## config.mk

```make
export PLATFORM = sky130hd
export DESIGN_NAME = magma_round_ctrl_flat
export DESIGN_NICKNAME = d
export VERILOG_FILES = /design/src/rtl/magma_pkg.sv /design/src/rtl/magma_round_ctrl_if.sv /design/src/rtl/magma_round.sv /design/src/rtl/magma_round_ctrl.sv /design/src/flat_wrapper.sv
export SDC_FILE = /design/constraint.sdc
export NUM_CORES = 1
export LEC_CHECK = 0
export BUFFER_PORTS_ARGS = -buffer_cell sky130_fd_sc_hd__clkbuf_2
export CAP_MARGIN = 0
export CORE_UTILIZATION = 55
export DETAILED_ROUTE_END_ITERATION = 12
export GPL_TIMING_DRIVEN = 0
export PLACE_DENSITY_LB_ADDON = 0.08
export SLEW_MARGIN = 25
export SYNTH_ARGS = -nofsm -noshare
export SYNTH_HDL_FRONTEND = slang
export SYNTH_HIERARCHICAL = 1
export SYNTH_SLANG_ARGS = --single-unit
```

## constraint.sdc

```tcl
create_clock -name clk -period 14.4 [get_ports clk]
set_input_delay 2.16 -clock clk [delete_from_list [all_inputs] [get_ports clk]]
set_output_delay 2.16 -clock clk [all_outputs]
set_load 0.01 [all_outputs]
```

## src/rtl/magma_pkg.sv

```systemverilog
// Magma (GOST R 34.12-2015) shared definitions: FSM states, S-boxes,
// rotation amount, key word count and round-key index helper.
package magma_pkg;

    typedef enum logic [1:0] {
        IDLE   = 2'd0,
        ROUND  = 2'd1,
        OUTPUT = 2'd2
    } state_t;

    localparam int KEY_WORDS = 8;
    localparam int ROT       = 11;

    // id-tc26-Z S-boxes. Row n substitutes nibble [31-4n -: 4], so row 0
    // (the standard's pi7) works on the top nibble.
    localparam logic [3:0] SBOX [8][16] = '{
        '{4'h1, 4'h7, 4'hE, 4'hD, 4'h0, 4'h5, 4'h8, 4'h3,
          4'h4, 4'hF, 4'hA, 4'h6, 4'h9, 4'hC, 4'hB, 4'h2},
        '{4'h8, 4'hE, 4'h2, 4'h5, 4'h6, 4'h9, 4'h1, 4'hC,
          4'hF, 4'h4, 4'hB, 4'h0, 4'hD, 4'hA, 4'h3, 4'h7},
        '{4'h5, 4'hD, 4'hF, 4'h6, 4'h9, 4'h2, 4'hC, 4'hA,
          4'hB, 4'h7, 4'h8, 4'h1, 4'h4, 4'h3, 4'hE, 4'h0},
        '{4'h7, 4'hF, 4'h5, 4'hA, 4'h8, 4'h1, 4'h6, 4'hD,
          4'h0, 4'h9, 4'h3, 4'hE, 4'hB, 4'h4, 4'h2, 4'hC},
        '{4'hC, 4'h8, 4'h2, 4'h1, 4'hD, 4'h4, 4'hF, 4'h6,
          4'h7, 4'h0, 4'hA, 4'h5, 4'h3, 4'hE, 4'h9, 4'hB},
        '{4'hB, 4'h3, 4'h5, 4'h8, 4'h2, 4'hF, 4'hA, 4'hD,
          4'hE, 4'h1, 4'h7, 4'h4, 4'hC, 4'h9, 4'h6, 4'h0},
        '{4'h6, 4'h8, 4'h2, 4'h3, 4'h9, 4'hA, 4'h5, 4'hC,
          4'h1, 4'hE, 4'h4, 4'h7, 4'hB, 4'hD, 4'h0, 4'hF},
        '{4'hC, 4'h4, 4'h6, 4'h2, 4'hA, 4'h5, 4'hB, 4'h9,
          4'hE, 4'h8, 4'hD, 4'h7, 4'h0, 4'h3, 4'hF, 4'h1}
    };

    // Round r -> key word. Reversed order is 7 - (r mod 8), i.e. ~r[2:0].
    function automatic logic [2:0] key_index(
        input int   r,
        input logic decrypt,
        input int   rounds
    );
        logic [2:0] lo;
        logic       fwd;
        lo  = r[2:0];
        fwd = decrypt ? (r < 8) : (r < rounds - 8);
        return fwd ? lo : ~lo;
    endfunction

endpackage

```

## src/rtl/magma_round_ctrl_if.sv

```systemverilog
// Block stream interface of the Magma engine: input block handshake
// (valid/ready/decrypt/data) and output block handshake (valid/ready/data).
interface magma_round_ctrl_if;

    logic        in_valid;
    logic        in_ready;
    logic        in_decrypt;
    logic [63:0] in_data;
    logic        out_valid;
    logic        out_ready;
    logic [63:0] out_data;

    modport master (
        output in_valid, in_decrypt, in_data, out_ready,
        input  in_ready, out_valid, out_data
    );

    modport slave (
        input  in_valid, in_decrypt, in_data, out_ready,
        output in_ready, out_valid, out_data
    );

endinterface

```

## src/rtl/magma_round.sv

```systemverilog
// Combinational Magma round: G = rotl11(S(a0 + key)), then Feistel swap,
// or no swap on the last round. Ports: i_a1/i_a0/i_key/i_last -> o_a1/o_a0.
module magma_round
    import magma_pkg::*;
(
    input  logic [31:0] i_a1,
    input  logic [31:0] i_a0,
    input  logic [31:0] i_key,
    input  logic        i_last,
    output logic [31:0] o_a1,
    output logic [31:0] o_a0
);

    logic [31:0] w_sum;
    logic [31:0] w_sub;
    logic [31:0] w_g;
    logic [31:0] w_mix;

    assign w_sum = i_a0 + i_key;

    always_comb begin
        w_sub = '0;
        for (int n = 0; n < 8; n++) begin
            w_sub[31-4*n -: 4] = SBOX[n][w_sum[31-4*n -: 4]];
        end
    end

    assign w_g   = {w_sub[31-ROT:0], w_sub[31:32-ROT]};
    assign w_mix = i_a1 ^ w_g;

    assign o_a1 = i_last ? w_mix : i_a0;
    assign o_a0 = i_last ? i_a0  : w_mix;

endmodule

```

## src/rtl/magma_round_ctrl.sv

```systemverilog
// Iterative Magma controller: key storage, round counter, IDLE/ROUND/OUTPUT
// FSM. Ports: clk, rst_n, key_we/addr/wdata, key_loaded, busy, bus (slave).
module magma_round_ctrl
    import magma_pkg::*;
#(
    parameter int ROUNDS = 32
) (
    input  logic                clk,
    input  logic                rst_n,
    input  logic                key_we,
    input  logic [2:0]          key_addr,
    input  logic [31:0]         key_wdata,
    output logic                key_loaded,
    output logic                busy,
    magma_round_ctrl_if.slave   bus
);

    localparam int CW = $clog2(ROUNDS);
    localparam logic [CW-1:0] LAST = CW'(ROUNDS - 1);

    state_t                       r_state;
    state_t                       w_next;
    logic [KEY_WORDS-1:0][31:0]   r_key;
    logic [KEY_WORDS-1:0]         r_mask;
    logic [CW-1:0]                r_round;
    logic [31:0]                  r_a1;
    logic [31:0]                  r_a0;
    logic                         r_dec;

    logic [2:0]                   w_kidx;
    logic [31:0]                  w_rkey;
    logic                         w_last;
    logic                         w_accept;
    logic [31:0]                  w_a1n;
    logic [31:0]                  w_a0n;

    assign key_loaded = &r_mask;
    assign w_kidx     = key_index(int'(r_round), r_dec, ROUNDS);
    assign w_rkey     = r_key[w_kidx];
    assign w_last     = (r_round == LAST);
    assign w_accept   = (r_state == IDLE) && bus.in_valid && key_loaded;

    magma_round u_round (
        .i_a1   (r_a1),
        .i_a0   (r_a0),
        .i_key  (w_rkey),
        .i_last (w_last),
        .o_a1   (w_a1n),
        .o_a0   (w_a0n)
    );

    always_ff @(posedge clk or negedge rst_n) begin
        if (!rst_n) begin
            r_state <= IDLE;
        end else begin
            r_state <= w_next;
        end
    end

    always_comb begin
        w_next = r_state;
        unique case (r_state)
            IDLE:    if (w_accept) w_next = ROUND;
            ROUND:   if (w_last) w_next = OUTPUT;
            OUTPUT:  if (bus.out_ready) w_next = IDLE;
            default: w_next = IDLE;
        endcase
    end

    always_comb begin
        bus.in_ready  = 1'b0;
        bus.out_valid = 1'b0;
        busy          = 1'b0;
        unique case (r_state)
            IDLE:    bus.in_ready = key_loaded;
            ROUND:   busy = 1'b1;
            OUTPUT: begin
                bus.out_valid = 1'b1;
                busy          = 1'b1;
            end
            default: busy = 1'b0;
        endcase
    end

    assign bus.out_data = {r_a1, r_a0};

    always_ff @(posedge clk or negedge rst_n) begin
        if (!rst_n) begin
            r_key   <= '0;
            r_mask  <= '0;
            r_round <= '0;
            r_a1    <= '0;
            r_a0    <= '0;
            r_dec   <= 1'b0;
        end else begin
            if (r_state == IDLE && key_we) begin
                r_key[key_addr]  <= key_wdata;
                r_mask[key_addr] <= 1'b1;
            end
            if (w_accept) begin
                r_a1    <= bus.in_data[63:32];
                r_a0    <= bus.in_data[31:0];
                r_dec   <= bus.in_decrypt;
                r_round <= '0;
            end else if (r_state == ROUND) begin
                r_a1    <= w_a1n;
                r_a0    <= w_a0n;
                r_round <= w_last ? '0 : r_round + 1'b1;
            end
        end
    end

endmodule

```

## src/flat_wrapper.sv

```systemverilog
// flat-port wrapper written by rule: the top's interface ports become plain ports
module magma_round_ctrl_flat import magma_pkg::*;
#(
    parameter int ROUNDS = 32
)
  (clk, rst_n, key_we, key_addr, key_wdata, key_loaded, busy, bus_in_valid, bus_in_decrypt, bus_in_data, bus_out_ready, bus_in_ready, bus_out_valid, bus_out_data);
  magma_round_ctrl_if bus_i ();
  input  logic clk;
  input  logic rst_n;
  input  logic key_we;
  input  logic [2:0] key_addr;
  input  logic [31:0] key_wdata;
  output logic key_loaded;
  output logic busy;
  input wire logic [$bits(bus_i.in_valid)-1:0] bus_in_valid;
  input wire logic [$bits(bus_i.in_decrypt)-1:0] bus_in_decrypt;
  input wire logic [$bits(bus_i.in_data)-1:0] bus_in_data;
  input wire logic [$bits(bus_i.out_ready)-1:0] bus_out_ready;
  output wire logic [$bits(bus_i.in_ready)-1:0] bus_in_ready;
  output wire logic [$bits(bus_i.out_valid)-1:0] bus_out_valid;
  output wire logic [$bits(bus_i.out_data)-1:0] bus_out_data;
  assign bus_i.in_valid = bus_in_valid;
  assign bus_i.in_decrypt = bus_in_decrypt;
  assign bus_i.in_data = bus_in_data;
  assign bus_i.out_ready = bus_out_ready;
  assign bus_in_ready = bus_i.in_ready;
  assign bus_out_valid = bus_i.out_valid;
  assign bus_out_data = bus_i.out_data;
  magma_round_ctrl #(.ROUNDS(ROUNDS)) u_core (.clk(clk), .rst_n(rst_n), .key_we(key_we), .key_addr(key_addr), .key_wdata(key_wdata), .key_loaded(key_loaded), .busy(busy), .bus(bus_i));
endmodule
```

==> results of run 1 <==
==> path summary, 6_finish.rpt <==
check	from	end	slack, ns	depth (start not counted)
worst max register to register	u_core/r_round[0]$_DFFE_PN0P_	u_core/r_a1[10]$_DFFE_PN0P_	7.43	25
worst min-delay path	u_core/r_mask[0]$_DFFE_PN0P_	u_core/r_mask[0]$_DFFE_PN0P_	0.47	1
worst max-delay path	u_core/r_round[0]$_DFFE_PN0P_	u_core/r_a1[10]$_DFFE_PN0P_	7.43	25
min in group asynchronous	rst_n	u_core/r_a0[7]$_DFFE_PN0P_	1.45	1
worst min register to register	u_core/r_mask[0]$_DFFE_PN0P_	u_core/r_mask[0]$_DFFE_PN0P_	0.47	1
max in group asynchronous	rst_n	u_core/r_key[115]$_DFFE_PN0P_	11.70	4
==> layer usage <==
layer,part of all wire,routed length [um],up-vias,track usage
met2,0.46,32800,857,0.562
met5,0.00056,40,-,0
met3,0.082,5840,186,0.0679
met4,0.039,2770,6,0.149
li1,-,-,8362,-
met1,0.42,30000,9195,0.467
==> flip-flops by register name, indices dropped and copies added, names as in the netlist <==
register and cells:
u_core/r_round 5, u_core/r_state 2, u_core/r_a1 32, u_core/r_mask 8, u_core/r_a0 32, u_core/r_key 256, u_core/r_dec 1
==> logic make-up after synthesis <==
family                     Yosys count
and+or+nand+nor                    546
muxes                              470
AOI/OAI and AO/OA                  448
DFF                                336
buffers and inverters              213
adders and majority gates           78
xor gates and xnor gates            60
==> critical path, stage by stage (launching register included) <==
cell       delay [ns]
dfrtp_1          0.35
buf_4            0.24
buf_4            0.23
buf_2            0.26
clkbuf_1         0.54
nor3_1           0.13
o21ai_0          0.17
o2111ai_1        0.12
o221ai_1         0.39
ha_1             0.26
inv_1            0.06
fa_1             0.40
nor2b_1          0.20
o31ai_2          0.11
a31o_1           0.25
a2111oi_2        0.57
o21a_1           0.31
o41a_1           0.23
xor2_2           0.42
inv_2            0.17
ha_1             0.22
mux4_2           0.52
xnor2_1          0.24
o21ai_1          0.09
mux2i_1          0.23
a21oi_1          0.11
==> stage by stage <==
stage	setup slack, ns	utilization	hold slack [ns]	area, um^2
6_report	7.43	0.637	0.472	24900
5_1_grt	7.17	0.637	0.484	24900
4_1_cts	7.51	0.637	0.475	24900
3_5_place_dp	7.55	0.606	0.458	23700
3_3_place_gp	3.73	0.602	0.455	23500
2_1_floorplan	9.13	-	0.434	22000
==> synth_stat cells, types with 3 or more instances <==
cell type / count
o2111ai_1: 36
and3_1: 37
a2111oi_2: 3
dfrtp_1: 336
buf_2: 53
nand3_1: 10
and3b_1: 32
nor2b_1: 6
inv_2: 3
a211o_1: 4
nor2_1: 154
o21a_1: 8
a211oi_1: 39
o21bai_1: 4
mux4_2: 14
o211ai_1: 36
ha_1: 76
a2111oi_0: 5
a41oi_1: 3
nand2_1: 103
mux2i_1: 146
mux2_2: 306
o221ai_1: 35
inv_1: 47
nand4_1: 11
nand2b_1: 43
o21ai_1: 15
or2_2: 8
clkbuf_1: 98
buf_4: 8
or3_1: 69
a21oi_1: 105
xnor2_1: 32
xor2_1: 24
nor4b_1: 3
nor4_1: 5
a21o_1: 18
o21ai_0: 106
nor3_1: 46
==> area by class of cell <==
class	count	share of cell area
Sequential cell	336	0.337
Buffer	162	0.0289
Clock inverter	13	0.00467
Multi-Input combinational cell	1602	0.510
Clock buffer	56	0.0449
Inverter	51	0.00768
Tap cell	518	0.0260
Timing Repair Buffer	177	0.0404
==> results.md, run 1 <==
* Status: completed
* Ant diodes at 0
* Total track usage at 0.352
* Die H at 202 um
* Clock sink total at 336
* Number of port buffers at 172
* Largest cells by area after synthesis: dfrtp_1 (38%), mux2_2 (16%), mux2i_1 (6.6%)
* Post-synth EDFFs at 0
* Initial DRC count at 1673
* Core area at 39100 um^2
* DP Wirelength at 51900 um
* Post CTS Setup Buffer Count at 0
* Commonest non-fill, non-tap cell in the layout: dfrtp_1
* Pins Over Slew Limit at 0
* Commonest non-fill, non-tap cells in the layout: dfrtp_1 (336), mux2_2 (306), clkbuf_2 (171), nor2_1 (154), mux2i_1 (146)
* Row Count at 72
* Num CTS Buffers at 39
* FFs w/ async S/R, synth at 1.00
* Crit start category: register
* Primary FF master, synth: dfrtp_1
* Htree depth at 2
* XOR/XNOR Fraction of Synth Area at 0.0262
* Hold-fix buffers, CTS at 0
* Final hold vios at 0
* I/O pin total at 173
* Share of the synthesized area in the top cell type at 0.382
* Largest family of logic cells by synthesized area: multiplexers
* RePlAce Congestion at 0.940
* Root Buffer Master: clkbuf_16
* Setup tns final at 0 ns
* CTS tree: yes
* # setup viols final at 0
* Initial Utilization at 0.563
* Final worst path period share at 0.484
* Largest net degree at the start of global routing at 78
* Drt pass-1 iters at 6
* Clk Latency, worst-skew pair at 0.57 ns
* Seq. cell area at 8410 um^2
* Die area at 40900 um^2
* Synth unique cells at 87
* FMAX at 144 MHz
* Synth Area in Compound Gates at 0.138
* # fillers at 3250
* Die extent in x at 202 um
* Clock Skew at 0.00800 ns
* Area of the multi-input gates at 12700 um^2
* ANT nets after route at 0
* Post-CTS Resized at 0
* Overflow after GRT at 0
* Crit path DAT at 7.40 ns
* Vias in the first global route at 18800
* Sequential area share after synthesis at 0.382
* Cells after DPL at 2846
* Slew HR at 0.366
* Post-synthesis mux area share at 0.240
* Worst-margin pin slew at 0.951 ns
* Layout cells sized above 1 at 0.275
* Syn nets at 2333
* First-pass GRT wire length at 110000 um
* Final #Nets at 2551
* Synth Area in Adders at 0.0446
* # DRC at 0
* Post-Route WL at 71400 um
* Initial antenna violation count at 4
* Syn Inst Count at 2151
* WL per Instance at 24.5 um
* Max-cap violations at 0
* Mean post-synth cell area at 10.2 um^2
* Vias at 18600
* CP Data Required Time at 14.84 ns
* Unrepaired setup endpoints after global routing: false
* Cell Count, Final, Fillers Out at 2915
* Fin crit period at 6.97 ns
* Worst-path maximum fanout at 10
* #FFs+latches synth at 336
* Synth area leader: dfrtp_1
* HP Class: register to register
* Cell area after synthesis at 22000 um^2
* Clock buffer depth at 3
* Drt via density at 6.38
* Setup CP Type: register to register
* Worst setup EP type: register
* Worst-path clk slew at 0.06 ns
* Simple-Gate Fraction of Synth Area at 0.128
* P&R area growth vs syn at 13.2%
* Ys Warns at 6
Power of run 1 is left out: the tool's default activity adds up to more than one toggle a clock period on the data nets, which glitch-free logic cannot reach.
==> inputs of run 2 (changes only) <==
--- a/config.mk
+++ b/config.mk
@@ -5,6 +5,7 @@
 export SDC_FILE = /design/constraint.sdc
 export NUM_CORES = 1
 export LEC_CHECK = 0
+export ABC_AREA = 1
 export BUFFER_PORTS_ARGS = -buffer_cell sky130_fd_sc_hd__clkbuf_2
 export CAP_MARGIN = 0
 export CORE_UTILIZATION = 55
==> constraint.sdc (replaced) <==
create_clock -name clk -period 6 [get_ports clk]
set_input_delay 0.9 -clock clk [delete_from_list [all_inputs] [get_ports clk]]
set_output_delay 0.9 -clock clk [all_outputs]
set_load 0.01 [all_outputs]
==> results.md, run 2 <==
* Commonest non-fill, non-tap cell in the layout: nand2_1 (was dfrtp_1)
* Synth unique cells at 37 (was 87)
* Core area at 38800 um^2 (was 39100 um^2)
* Clock sink total at 336 (unchanged)
* Buffer and inverter count on the worst path at 7 (was 6)
* # setup viols final at 0 (unchanged)
* Overflow after GRT at 0 (unchanged)
* Post-synthesis mux area share at 0 (was 0.240)
* Ant diodes at 0 (unchanged)
* Setup slack at placement at 1.13 ns (was 7.55 ns)
* Root Buffer Master: clkbuf_16 (unchanged)
* Row Count at 72 (unchanged)
* Final #Nets at 3632 (was 2551)
* M1 wire length at 30000 um (about the same)
* Max FFs per register at 256 (unchanged)
* Worst-path maximum fanout at 10 (unchanged)
* Largest regs: u_core/r_key (256), u_core/r_a0 (32), u_core/r_a1 (32) (unchanged)
* Final hold vios at 0 (unchanged)
* Initial antenna violation count at 0 (was 4)
* Crit path DAT at 5.50 ns (was 7.40 ns)
* Setup tns final at 0 ns (unchanged)
* Sequential area share after synthesis at 0.386 (was 0.382)
* Reg2Reg Depth at 31 (was 25)
* CTS tree: yes (unchanged)
* WL per Instance at 18.0 um (was 24.5 um)
* Slowest CP cell: xnor2_1 (was a2111oi_2)
* # fillers at 3688 (was 3250)
* Fin crit period at 5.01 ns (was 6.97 ns)
* Crit start category: register (unchanged)
* Synth area leader: dfrtp_1 (unchanged)
* Synth Area in Compound Gates at 0.0817 (was 0.138)
* Vias in the first global route at 21000 (was 18800)
* Simple-Gate Fraction of Synth Area at 0.352 (was 0.128)
* Commonest non-fill, non-tap cells in the layout: nand2_1 (1085), nand3_1 (585), inv_1 (470), dfrtp_1 (336), o21ai_0 (299) (was dfrtp_1 (336), mux2_2 (306), clkbuf_2 (171), nor2_1 (154), mux2i_1 (146))
* Max-cap violations at 0 (unchanged)
* Slew HR at 0.428 (was 0.366)
* Total track usage at 0.361 (was 0.352)
* Die extent in x at 201 um (was 202 um)
* Initial Utilization at 0.561 (was 0.563)
* Unrepaired setup endpoints after global routing: false (unchanged)
* Worst setup EP type: register (unchanged)
* Largest cells by area after synthesis: dfrtp_1 (39%), nand2_1 (19%), nand3_1 (13%) (was dfrtp_1 (38%), mux2_2 (16%), mux2i_1 (6.6%))
* Most common cell on crit path: nand3_1
* Final worst path period share at 0.835 (was 0.484)
* Clock buffer depth at 3 (unchanged)
* Worst-path clk slew at 0.06 ns (about the same)
* Syn Inst Count at 3233 (was 2151)
* CP Data Required Time at 6.49 ns (was 14.84 ns)
* Die area at 40400 um^2 (was 40900 um^2)
* Seq. cell area at 8410 um^2 (unchanged)
* # DRC at 0 (unchanged)
* First-pass GRT wire length at 114000 um (was 110000 um)
* Setup ws final at 0.990 ns (was 7.43 ns)
* HP Class: primary input to asynchronous set/reset pin (was register to register)
* Wire length on met2 at 32500 um (was 32800 um)
* Share of the synthesized area in the top cell type at 0.386 (was 0.382)
* Biggest register: u_core/r_key (unchanged)
* I/O pin total at 173 (unchanged)
* Layout cells sized above 1 at 0.106 (was 0.275)
* Worst-margin pin slew at 0.858 ns (was 0.951 ns)
* Delay-heaviest family, CP: simple AND/OR/NAND/NOR gates (was compound AO/OA/AOI/OAI gates)
* Post CTS Setup Buffer Count at 0 (unchanged)
* Num CTS Buffers at 39 (unchanged)
* XOR/XNOR Fraction of Synth Area at 0.0173 (was 0.0262)
* ANT nets after route at 0 (unchanged)
* Die H at 201 um (was 202 um)
* Clk Latency, worst-skew pair at 0.59 ns (was 0.57 ns)
* Post-synth EDFFs at 0 (unchanged)
* FFs w/ async S/R, synth at 1.00 (unchanged)
* Hold-fix buffers, CTS at 0 (unchanged)
* Clock Skew at 0.0298 ns (was 0.00800 ns)
* Ys Warns at 6 (unchanged)
* Status: completed (unchanged)
* Vias at 22000 (was 18600)
* Top sig layer: met4 (was met5)
* Syn nets at 3415 (was 2333)
* Synth Area in Adders at 0.0446 (about the same)
* Setup CP Type: register to register (unchanged)
* Drt via density at 5.52 (was 6.38)
* FMAX at 200 MHz (was 144 MHz)
* P&R area growth vs syn at 13.5% (was 13.2%)
* Mean post-synth cell area at 6.74 um^2 (was 10.2 um^2)
* Stages on worst setup path at 31 (was 25)
* Primary FF master, synth: dfrtp_1 (unchanged)
* Cell area after synthesis at 21800 um^2 (was 22000 um^2)
* Most common cell in the synthesized netlist: nand2_1 (was dfrtp_1)
* Initial DRC count at 2094 (was 1673)
* Drt pass-1 iters at 6 (unchanged)
* #FFs+latches synth at 336 (unchanged)
* Pins Over Slew Limit at 0 (unchanged)
* Post-CTS Resized at 0 (unchanged)
* Synth top cells by count: nand2_1 (1085), nand3_1 (585), inv_1 (470), dfrtp_1 (336), o21ai_0 (299) (was dfrtp_1 (336), mux2_2 (306), nor2_1 (154), mux2i_1 (146), o21ai_0 (106))
* DP Wirelength at 54800 um (was 51900 um)
* Largest family of logic cells by synthesized area: simple AND/OR/NAND/NOR gates (was multiplexers)
* Metal3 WL at 6360 um (was 5840 um)
* Largest stage delay, worst path at 0.61 ns (was 0.57 ns)
* RePlAce Congestion at 0.966 (was 0.940)
* Largest net degree at the start of global routing at 90 (was 78)
* Post-Route WL at 71800 um (was 71400 um)
* Htree depth at 2 (unchanged)
* Area of the multi-input gates at 10800 um^2 (was 12700 um^2)
* Number of port buffers at 172 (unchanged)
## run 2: cell count changes in the layout (fill, tap and decap cells not counted), moves of 69 or more
cell	change
or3_1	-69
nand3_1	+575
a21oi_1	-74
mux2i_1	-146
inv_1	+423
mux2_2	-306
nor2_1	-98
o21ai_0	+193
nand2_1	+982
## run 2: cells by family after synthesis
group / after synthesis
adder cells (fa/ha/maj): 77
flip-flops: 336
XOR/XNOR: 37
AO/OA/AOI/OAI: 349
AND/OR/NAND/NOR: 1788
buffers and inverters: 646
## run 2: final cells by class
cell class	instances	area share
clock buffers	54	0.0450
inverters	479	0.0728
multi-input cells	2251	0.437
plain buffers	167	0.0319
clock inverters	15	0.00789
repair buffers	176	0.0396
well taps	518	0.0262
flip-flops and latches	336	0.340
## run 2: path summary, 6_finish.rpt
kind | from | end | slack (ns)
max in group asynchronous | rst_n | u_core/r_key[123]$_DFFE_PN0P_ | 4.29
min reg2reg | u_core/r_mask[1]$_DFFE_PN0P_ | u_core/r_mask[1]$_DFFE_PN0P_ | 0.45
max | u_core/r_dec$_DFFE_PN0P_ | u_core/r_a1[30]$_DFFE_PN0P_ | 0.99
min in group clk | u_core/r_mask[1]$_DFFE_PN0P_ | u_core/r_mask[1]$_DFFE_PN0P_ | 0.45
max reg2reg | u_core/r_dec$_DFFE_PN0P_ | u_core/r_a1[30]$_DFFE_PN0P_ | 0.99
min | rst_n | u_core/r_key[166]$_DFFE_PN0P_ | 0.24
## run 2: metal layers
layer | track usage | vias up
met3 | 0.0615 | 160
met1 | 0.491 | 10300
li1 | - | 10600
met4 | 0.150 | 0
met2 | 0.570 | 1000
met5 | 0 | -
## run 2: through the flow
| step | util | instance area (um^2) | cells | hold WS [ns] |
|---|---|---|---|---|
| finish | 0.637 | 24700 | 3996 | 0.238 |
| global route | 0.637 | 24700 | 3996 | 0.255 |
| CTS | 0.637 | 24700 | 3996 | 0.246 |
| detailed placement | 0.603 | 23400 | 3927 | 0.442 |
| global placement | 0.600 | 23300 | 3923 | 0.437 |
| floorplan | - | 21800 | 3233 | 0.423 |
Power of run 2 is left out for the same reason.
==> inputs of run 3 (changes only) <==
==> constraint.sdc (replaced) <==
create_clock -name clk -period 4.4 [get_ports clk]
set_input_delay 0.66 -clock clk [delete_from_list [all_inputs] [get_ports clk]]
set_output_delay 0.66 -clock clk [all_outputs]
set_load 0.01 [all_outputs]
==> results.md, run 3 (same netlist as run 2, synthesis figures left out) <==
* Die area at 40400 um^2 (unchanged)
* ANT nets after route at 0 (unchanged)
* HP Class: primary input to asynchronous set/reset pin (unchanged)
* Biggest register: u_core/r_key (unchanged)
* Delay-heaviest family, CP: simple AND/OR/NAND/NOR gates (unchanged)
* WL per Instance at 18.2 um (was 18.0 um)
* Total track usage at 0.362 (was 0.361)
* # setup viols final at 0 (unchanged)
* Largest net degree at the start of global routing at 90 (unchanged)
* Status: completed (unchanged)
* Cell area after layout at 25800 um^2 (was 24700 um^2)
* Die H at 201 um (unchanged)
* # fillers at 3563 (was 3688)
* Root Buffer Master: clkbuf_16 (unchanged)
* Fin crit period at 4.21 ns (was 5.01 ns)
* Pins Over Slew Limit at 0 (unchanged)
* Worst-margin pin slew at 0.897 ns (was 0.858 ns)
* Core area at 38800 um^2 (unchanged)
* Crit start category: register (unchanged)
* Crit path DAT at 4.70 ns (was 5.50 ns)
* First-pass GRT wire length at 115000 um (was 114000 um)
* Worst setup EP type: register (unchanged)
* Final worst path period share at 0.957 (was 0.835)
* P&R area growth vs syn at 18.4% (was 13.5%)
* Slew HR at 0.402 (was 0.428)
* Final hold vios at 0 (unchanged)
* Max FFs per register at 256 (unchanged)
* Cell area after placement at 23400 um^2 (unchanged)
* CP Data Required Time at 4.89 ns (was 6.49 ns)
* CTS tree: yes (unchanged)
* I/O pin total at 173 (unchanged)
* Max-cap violations at 0 (unchanged)
* Row Count at 72 (unchanged)
* Initial antenna violation count at 0 (unchanged)
* DP Wirelength at 54800 um (unchanged)
* RePlAce Congestion at 0.966 (unchanged)
* Number of port buffers at 172 (unchanged)
* Initial DRC count at 2105 (was 2094)
* Overflow after GRT at 0 (unchanged)
* Commonest non-fill, non-tap cells in the layout: nand2_1 (1054), nand3_1 (568), inv_1 (463), dfrtp_1 (335), o21ai_0 (297) (was nand2_1 (1085), nand3_1 (585), inv_1 (470), dfrtp_1 (336), o21ai_0 (299))
* Clock sink total at 336 (unchanged)
* Final #Nets at 3665 (was 3632)
* Num CTS Buffers at 39 (unchanged)
* Most common cell on crit path: nand2_1 (was nand3_1)
* Worst-path clk slew at 0.06 ns (about the same)
* Post-Route WL at 73200 um (was 71800 um)
* Setup tns final at 0 ns (unchanged)
* Clock Skew at 0.0319 ns (was 0.0298 ns)
* Layout cells sized above 1 at 0.144 (was 0.106)
* Unrepaired setup endpoints after global routing: true (was false)
* Clock buffer depth at 3 (unchanged)
* Htree depth at 2 (unchanged)
* Drt via density at 5.54 (was 5.52)
* Commonest non-fill, non-tap cell in the layout: nand2_1 (unchanged)
* Setup CP Type: register to register (unchanged)
* Drt pass-1 iters at 6 (unchanged)
* Vias at 22300 (was 22000)
* Die extent in x at 201 um (unchanged)
* # DRC at 0 (unchanged)
* FMAX at 238 MHz (was 200 MHz)
* Initial Utilization at 0.561 (unchanged)
* Worst-path maximum fanout at 8 (was 10)
* Slowest CP cell: dfrtp_1 (was xnor2_1)
* Largest stage delay, worst path at 0.40 ns (was 0.61 ns)
* Clk Latency, worst-skew pair at 0.59 ns (about the same)
* Ant diodes at 0 (unchanged)
* Largest regs: u_core/r_key (256), u_core/r_a0 (32), u_core/r_a1 (32) (unchanged)
* Buffer and inverter count on the worst path at 6 (was 7)
* Vias in the first global route at 21100 (was 21000)
## run 3: layer usage
metal | part of all wire | GRT usage | up-vias
li1 | - | - | 10700
met1 | 0.42 | 0.487 | 10400
met2 | 0.45 | 0.572 | 1035
met3 | 0.088 | 0.0630 | 187
met4 | 0.046 | 0.160 | 0
met5 | 0 | 0 | -
## run 3: through the flow
step                      hold slack, ns  instances  utilization  worst slack, ns
final                            0.00189       4029        0.664            0.190
after global routing              0.0218       4029        0.664          -0.0766
after CTS                        0.00629       4006        0.642          0.00359
after detailed placement           0.442       3927        0.603           -0.467
after global placement             0.437       3923        0.600            -4.60
after floorplan                    0.364       3233            -            0.629
## run 3: repair_timing
item                                    in CTS  in global routing
gates resized for setup                     33                152
pin swaps                                    4                 36
hold buffers                                 0                  0
setup buffers                               10                 23
gates cloned                                 0                  1
endpoints found under the setup margin      42                 54
## run 3: final timing paths
| kind | startpoint | endpoint | slack [ns] | depth (start not counted) |
|---|---|---|---|---|
| max in group asynchronous | rst_n | u_core/r_key[186]$_DFFE_PN0P_ | 2.94 | 4 |
| hold / removal | rst_n | u_core/r_key[166]$_DFFE_PN0P_ | 0.002 | 1 |
| setup reg to reg | u_core/r_round[3]$_DFFE_PN0P_ | u_core/r_a1[30]$_DFFE_PN0P_ | 0.19 | 31 |
| min in group clk | bus_in_data[23] | u_core/r_a0[23]$_DFFE_PN0P_ | 0.30 | 3 |
| setup / recovery | u_core/r_round[3]$_DFFE_PN0P_ | u_core/r_a1[30]$_DFFE_PN0P_ | 0.19 | 31 |
| hold reg to reg | u_core/r_mask[1]$_DFFE_PN0P_ | u_core/r_mask[1]$_DFFE_PN0P_ | 0.45 | 2 |
## run 3: cell type report
type / count / area (um^2) / area share
buffer: 166 / 891 / 0.0345
clock buffer: 54 / 1110 / 0.0431
clock inverter: 15 / 195 / 0.00757
inverter: 479 / 1800 / 0.0699
multi-input combinational: 2251 / 11500 / 0.445
sequential: 336 / 8410 / 0.326
tap: 518 / 648 / 0.0251
timing repair buffer: 209 / 1260 / 0.0487
timing repair inverter: 1 / 5.00 / 0.000194
Power of run 3 is left out for the same reason.
